--- src/rtl/channel_selector.sv ---
// rtl/channel_selector.sv - debounced channel browser with valid/ready select offer
//
// Purpose:
//   Debounces the raw next/prev/select push-buttons, keeps the browsed
//   channel (wrapping 0..NUM_CHANNELS-1) on locationSymbol, and on a select
//   press offers that channel on sel_valid/sel_symbol. Browsing is frozen
//   until the offer is accepted with sel_ready.
//
// Optional feature macro: CHANNEL_BLINK_EN
//   When defined, adds parameter BLINK_CYCLES and output blank, which blinks
//   (starting high) while an offer is pending and is low otherwise.
//
// Ports:
//   clk            in   system clock, rising edge
//   reset          in   asynchronous active-high reset
//   btn_next       in   raw async button, next channel
//   btn_prev       in   raw async button, previous channel
//   btn_sel        in   raw async button, select current channel
//   sel_ready      in   consumer accepts the offered channel
//   locationSymbol out  browsed channel, 3 bits
//   sel_valid      out  a selected channel is on offer
//   sel_symbol     out  offered channel, stable while sel_valid=1
//   blank          out  display blank request (CHANNEL_BLINK_EN only)

module channel_selector #(
  parameter int NUM_CHANNELS    = 3,
  parameter int DEBOUNCE_CYCLES = 250000
`ifdef CHANNEL_BLINK_EN
  ,
  parameter int BLINK_CYCLES    = 12500000
`endif
) (
  input  logic       clk,
  input  logic       reset,
  input  logic       btn_next,
  input  logic       btn_prev,
  input  logic       btn_sel,
  input  logic       sel_ready,
  output logic [2:0] locationSymbol,
  output logic       sel_valid,
  output logic [2:0] sel_symbol
`ifdef CHANNEL_BLINK_EN
  ,
  output logic       blank
`endif
);

  localparam int CNT_W = $clog2(DEBOUNCE_CYCLES + 1);
  localparam logic [CNT_W-1:0] DEB_LAST = CNT_W'(DEBOUNCE_CYCLES - 1);
  localparam logic [2:0] LAST_CH = 3'(NUM_CHANNELS - 1);

  localparam int NEXT = 0;
  localparam int PREV = 1;
  localparam int SEL  = 2;

`ifdef CHANNEL_BLINK_EN
  // Guard against a zero-width counter for a degenerate BLINK_CYCLES of 1.
  localparam int BLINK_W = (BLINK_CYCLES > 1) ? $clog2(BLINK_CYCLES) : 1;
  localparam logic [BLINK_W-1:0] BLINK_LAST = BLINK_W'(BLINK_CYCLES - 1);
  logic [BLINK_W-1:0] blinkCnt;
`endif

  typedef enum logic {
    SCAN = 1'b0,
    HOLD = 1'b1
  } state_t;

  state_t state;

  logic [2:0]            rawBtn;
  logic [2:0]            sync1;
  logic [2:0]            sync2;
  logic [2:0]            debLevel;
  logic [2:0]            debLevelD;
  logic [2:0]            pressPulse;
  logic [2:0][CNT_W-1:0] debCnt;

  assign rawBtn = {btn_sel, btn_prev, btn_next};

  // Input path for all three buttons: 2-FF synchronizer, then a level is
  // accepted only after DEBOUNCE_CYCLES consecutive samples that disagree
  // with the current debounced level. Any agreeing sample restarts the count.
  always_ff @(posedge clk or posedge reset) begin
    if (reset) begin
      sync1      <= '0;
      sync2      <= '0;
      debLevel   <= '0;
      debLevelD  <= '0;
      pressPulse <= '0;
      debCnt     <= '0;
    end else begin
      sync1      <= rawBtn;
      sync2      <= sync1;
      debLevelD  <= debLevel;
      // Rising edge of the debounced level only; releases are ignored.
      pressPulse <= debLevel & ~debLevelD;
      for (int i = 0; i < 3; i++) begin
        if (sync2[i] != debLevel[i]) begin
          if (debCnt[i] == DEB_LAST) begin
            debLevel[i] <= sync2[i];
            debCnt[i]   <= '0;
          end else begin
            debCnt[i] <= debCnt[i] + CNT_W'(1);
          end
        end else begin
          debCnt[i] <= '0;
        end
      end
    end
  end

  // Browse / offer state machine. All outputs are registered here.
  always_ff @(posedge clk or posedge reset) begin
    if (reset) begin
      state          <= SCAN;
      locationSymbol <= '0;
      sel_valid      <= 1'b0;
      sel_symbol     <= '0;
`ifdef CHANNEL_BLINK_EN
      blank          <= 1'b0;
      blinkCnt       <= '0;
`endif
    end else begin
      case (state)
        SCAN: begin
`ifdef CHANNEL_BLINK_EN
          blank    <= 1'b0;
          blinkCnt <= '0;
`endif
          // Select wins over any browse pulse in the same cycle.
          if (pressPulse[SEL]) begin
            sel_symbol <= locationSymbol;
            sel_valid  <= 1'b1;
            state      <= HOLD;
`ifdef CHANNEL_BLINK_EN
            blank      <= 1'b1;
`endif
          end else if (pressPulse[NEXT] && !pressPulse[PREV]) begin
            locationSymbol <= (locationSymbol == LAST_CH) ? 3'd0 : locationSymbol + 3'd1;
          end else if (pressPulse[PREV] && !pressPulse[NEXT]) begin
            locationSymbol <= (locationSymbol == 3'd0) ? LAST_CH : locationSymbol - 3'd1;
          end
        end

        HOLD: begin
          // Button pulses are deliberately ignored while an offer is pending.
          if (sel_valid && sel_ready) begin
            sel_valid <= 1'b0;
            state     <= SCAN;
`ifdef CHANNEL_BLINK_EN
            blank     <= 1'b0;
            blinkCnt  <= '0;
`endif
          end else begin
`ifdef CHANNEL_BLINK_EN
            if (blinkCnt == BLINK_LAST) begin
              blank    <= ~blank;
              blinkCnt <= '0;
            end else begin
              blinkCnt <= blinkCnt + BLINK_W'(1);
            end
`endif
          end
        end

        default: begin
          state <= SCAN;
        end
      endcase
    end
  end

endmodule

--- config.mk ---
export PLATFORM = sky130hd
export DESIGN_NAME = channel_selector
export DESIGN_NICKNAME = d
export VERILOG_FILES = /design/src/rtl/channel_selector.sv
export SDC_FILE = /design/constraint.sdc
export NUM_CORES = 1
export LEC_CHECK = 0
export ABC_CLOCK_PERIOD_IN_PS = 4600
export BUFFER_PORTS_ARGS = -buffer_cell sky130_fd_sc_hd__buf_2
export CAP_MARGIN = 5
export CORE_MARGIN = 8
export CORE_UTILIZATION = 47
export CTS_BUF_LIST = sky130_fd_sc_hd__clkbuf_16
export DETAILED_ROUTE_END_ITERATION = 16
export PLACE_DENSITY_LB_ADDON = 0.08
export SYNTH_ARGS = -nofsm -noshare
export SYNTH_HDL_FRONTEND = slang
export SYNTH_SLANG_ARGS = --single-unit
--- constraint.sdc ---
create_clock -name clk -period 4.6 [get_ports clk]
set_input_delay 0 -clock clk [delete_from_list [all_inputs] [get_ports clk]]
set_output_delay 0 -clock clk [all_outputs]
set_load 0.02 [all_outputs]
-- Yosys cells after proc, flatten, opt, wreduce, memory -nomap -nowiden
Index checks and enable logic that the tools add are counted.
- logic and storage cells: 61
- output and inout port bits: 7
- input bits: 6
- flip-flop bits (word level): 77
- equality and inequality tests: 9
- reduce and logical (&&, ||, !) cells: 13
- bitwise logic cells: 4
- muxes and demuxes: 16
- $add $sub $neg: 5
- operators with widths (kind ; count):
    18-bit 2-to-1 mux ; 6
    18-bit by 1-bit adder with 18-bit output, second input constant ; 3
    18-bit equality test, second input constant ; 3
    3-bit 2-to-1 mux ; 4
    2-bit AND reduction ; 5
    1-bit 2-to-1 mux ; 4
    1-bit one-hot mux with 2 select lines ; 2
    3-bit by 1-bit adder with 3-bit output, second input constant ; 1
    3-bit AND ; 1
    3-bit by 2-bit equality test with 1-bit output, second input constant ; 1
    1-bit logical AND ; 3
    3-bit zero test ; 1
    1-bit inequality test ; 3
    3-bit NOT ; 1
    3-bit AND reduction ; 1
    3-bit by 1-bit subtractor with 3-bit output, second input constant ; 1
    1-bit zero test ; 2
    2-bit by 1-bit inequality test with 1-bit output, second input constant ; 1
    2-bit inequality test, second input constant ; 1
    1-bit NOT ; 2
    2-bit nonzero test ; 1

-- Logic depth before layout (Yosys ltp)
- depth after elaboration: 4
- mapped depth: 6

-- Worst setup path after synthesis
OpenSTA, ideal clock, no wires.
- path type: reg-to-reg
- start: register debCnt[49] (netlist bit)
- end: register debLevel[2]
- clock period less this slack: 2.014 ns
- library setup time: 0.125 ns
- buffers on the path: 0
- cell stages (with the launch flop): 5
- setup slack: 2.586 ns
- data arrival time: 1.889 ns
- cells stage by stage: dfrtp_1 -> or4b_1 -> or4_4 -> nor2_1 -> mux2_2
- cells in the longest elaborated chain, start to end: 2
- ends and longest elaborated chain (element ; line ; source):
    start: declaration ; 76 ; logic [2:0][CNT_W-1:0] debCnt;
    start signal: indexed assignment ; 103 ; debCnt[i] <= debCnt[i] + CNT_W'(1);
    18-bit equality test ; 99 ; if (debCnt[i] == DEB_LAST) begin
    2-bit AND reduction (no line) ; n/a ;
    end signal: indexed assignment ; 100 ; debLevel[i] <= sync2[i];
    end: declaration ; 73 ; logic [2:0] debLevel;
No other way between the ends.
A chain may end at the register's enable or synchronous reset.

-- Worst setup path after layout
- start: register debCnt[13] (netlist bit)
- end: register debCnt[10] (netlist bit)
- cells in the longest elaborated chain, start to end: 3
- ends and longest elaborated chain (element ; line ; source):
    18-bit equality test ; 99 ;
    18-bit 2-to-1 mux ; 99 ;
    18-bit 2-to-1 mux ; 98 ; if (sync2[i] != debLevel[i]) begin
No other way between the ends.

==> flow_summary.ini <==
[status]
status = finished, violations left
violations = hold timing

[power]
clkPwrFrac = 0.478
seqPwrFrac = 0.485
intPower_mw = 1.131
switching_power_mw = 0.3263
p_comb_frac = 0.037
p_sw_frac = 0.2239
finalPower_mw = 1.457
ir_worst_vdd_mv = 0.2146
p_per_area_nw_per_um2 = 353.0
total_leakage_power_nw = 1.702

[placement]
io_buffers = 12
routabilityCongestion = 0.7603
dpl.hpwl_um = 4119

[timing]
finalSetupViolCount = 0
fin_crit_sh = 0.4674
finalCriticalPeriod_ns = 2.150
skew_ns = 0.005325
worst_pin_slew_ns = 0.9459
setup_tns_ns = 0
max_slew_margin = 0.3694
hold_violations = 77
rsz0062_at_grt = no
finalMaxSlewViolations = 0
fmax_ghz = 0.4651
whs_ns = -0.04189

[worst_setup_path]
crit_arrival_ns = 2.34
crit_path_max_incr_delay_ns = 0.54
critPathSlowestCell = or4_4
cp.required_ns = 4.79
end_kind = register
cp_max_fo = 18
critical_path_class = reg2reg
critical_path.startpoint_type = register
path_cells = or4b_1, or4_4, o21ai_4, nor2_1
crit_family = simple AND/OR/NAND/NOR gates
cp_num_buf_inv = 0

[layout]
drive_gt1_frac = 0.1138
antenna_cells = 0
nets = 388
areaGrowthSynthToFinish_pct = 13.68

[synthesis]
netlist_top_cells_count = dfrtp_1 (77), nor2_1 (62), xnor2_1 (31), nand3_1 (21), nand2_1 (17)
post_synth.cell_area_avg_um2 = 10.35
synth_top_area_cell = dfrtp_1
netlist_area_um2 = 3632
synthDistinctLibCells = 39
postSynthCellCount = 351
async_flop_share = 1.000
synth_top_area_frac = 0.5305
yosysSeqAreaShare = 0.5305
synth_seq_cells = 77
synth_edf_count = 0
synth_nets = 366
synth.area.top_cells = dfrtp_1 (53%), xnor2_1 (7.5%), nor2_1 (6.4%)
yosysWarnings = 0
yosysMostFrequentCell = dfrtp_1
synthFlopType = dfrtp_1

[global_routing]
grt_antenna_before_repair = 0
first_global_vias = 2415
grt_pass1_wl_um = 11180
grt_max_degree = 78
grtUsageTotal = 0.1254
grt_overflow = 0

[routing]
vias_per_cell = 5.100
wl_per_cell_um = 13.10
first_pass_iters = 4
drt-initial-drc-count = 59
routed_wl_um = 6287
vias = 2448
drc = 0
ant_nets = 0

[cts]
clock_sinks = 77
cts-root-buf = clkbuf_16
cts_tree = yes
ctsLongestPathBuffers = 2
worstSkewPairLatency_ns = 0.33
clkTransAtPathRegs_ns = 0.06
cts_buffers = 9
htree_levels = 3

[floorplanning]
ios = 13
die_y_um = 103.9
fp.dieW_um = 103.9
core_area_um2 = 7607
row_count = 32
start_util = 0.4775
dieArea_um2 = 10800

[run]
maxCapViolations = 0

[worst_hold_path]
hp-class = in2async
[worst register-to-register path, stage by stage, from the launching register on]
cell	delay, ns
dfrtp_1	0.41
or4b_1	0.53
or4_4	0.54
o21ai_4	0.41
nor2_1	0.13
[sequential cells by signal, indices dropped and copies added, names as in the netlist]
| register | flops |
|---|---|
| debLevelD | 3 |
| state | 1 |
| pressPulse | 3 |
| locationSymbol | 3 |
| debCnt | 54 |
| debLevel | 3 |
| sel_symbol | 3 |
| sel_valid | 1 |
| sync2 | 3 |
| sync1 | 3 |
[cells by family (layout without fill, tap and decap cells)]
kind of cell | Yosys count | after routing | share of synthesized area
multiplexers | 4 | 4 | 0.01240
buffers and inverters | 22 | 49 | 0.02755
adder cells (fa/ha/maj) | 9 | 9 | 0.03100
AND/OR/NAND/NOR | 166 | 166 | 0.2339
flip-flops | 77 | 77 | 0.5305
AO/OA/AOI/OAI | 27 | 27 | 0.05374
XOR/XNOR | 46 | 46 | 0.1109
[power groups by stage]
| stage | Clock [mW] | Sequential (mW) | Combinational [mW] |
|---|---|---|---|
| CTS | 0.724 | 0.706 | 0.0562 |
| global route | 0.747 | 0.708 | 0.0642 |
| detailed placement | 0 | 0.719 | 0.0535 |
| global placement | 0 | 0.718 | 0.0530 |
| finish | 0.697 | 0.706 | 0.0541 |
| floorplan | 0 | 0.718 | 0.0375 |
[final timing paths]
path	start	end	slack, ns	depth (start not counted)
setup / recovery	debCnt[13]$_DFF_PP0_	debCnt[10]$_DFF_PP0_	2.45	4
hold / removal	reset	locationSymbol[0]$_DFFE_PP0P_	-0.04	3
setup reg to reg	debCnt[13]$_DFF_PP0_	debCnt[10]$_DFF_PP0_	2.45	4
hold reg to reg	sync1[0]$_DFF_PP0_	sync2[0]$_DFF_PP0_	0.34	0
max in group asynchronous	reset	debCnt[44]$_DFF_PP0_	4.04	3
min in group clk	btn_prev	sync1[1]$_DFF_PP0_	0.31	2
[cell usage in the layout, fill, tap and decap left out, types with 2 or more instances in the layout]
| master | count |
|---|---|
| nand2_1 | 17 |
| dlygate4sd3_1 | 4 |
| nand4_1 | 16 |
| a21oi_1 | 7 |
| or4_1 | 4 |
| xor2_1 | 15 |
| inv_6 | 2 |
| nor4_1 | 12 |
| and4_1 | 5 |
| nand2b_1 | 5 |
| buf_4 | 2 |
| o21ai_0 | 8 |
| o31ai_1 | 3 |
| mux2_2 | 4 |
| clkinv_2 | 2 |
| xnor2_1 | 31 |
| or4_4 | 2 |
| nand3_1 | 21 |
| or3_1 | 3 |
| inv_1 | 14 |
| or4_2 | 2 |
| nor3_1 | 8 |
| clkinvlp_4 | 2 |
| dfrtp_1 | 77 |
| o21ai_4 | 2 |
| nor2_1 | 62 |
| or4b_1 | 2 |
| nor2b_1 | 3 |
| clkbuf_16 | 9 |
| ha_1 | 9 |
| buf_2 | 12 |
[repair_timing]
action,4_1_cts,5_1_grt
setup buffers,0,0
setup endpoints to repair,0,0
hold buffers,4,0
hold endpoints to repair,5,0
resized for setup,0,0
[metrics by stage]
step	util	hold slack (ns)	worst slack, ns	instance area (µm²)	instances
finish	0.5428	-0.04189	2.450	4129	480
global route	0.5428	0.05078	2.328	4129	480
CTS	0.5428	0.005332	2.405	4129	480
detailed placement	0.4985	0.1094	2.398	3792	460
global placement	0.4985	0.1087	2.466	3792	460
floorplan	-	0.03143	2.586	3632	351
[layout make-up]
cell class,count,area [µm²]
fill,712,3478
clock inverter,7,71.32
clock buffer,9,225.2
tap,102,127.6
sequential,77,1927
timing repair buffer,18,115.1
inverter,15,57.56
multi-input combinational,252,1605
[routing by layer]
| metal | wire length [µm] | vias up | GRT usage |
|---|---|---|---|
| met5 | 0 | - | 0 |
| met4 | 120 | 0 | 0.05895 |
| met3 | 180 | 10 | 0.03656 |
| met2 | 2931 | 27 | 0.1952 |
| met1 | 3054 | 1147 | 0.1568 |
| li1 | - | 1264 | - |
Note: power is estimated with default switching activity, not from simulation.
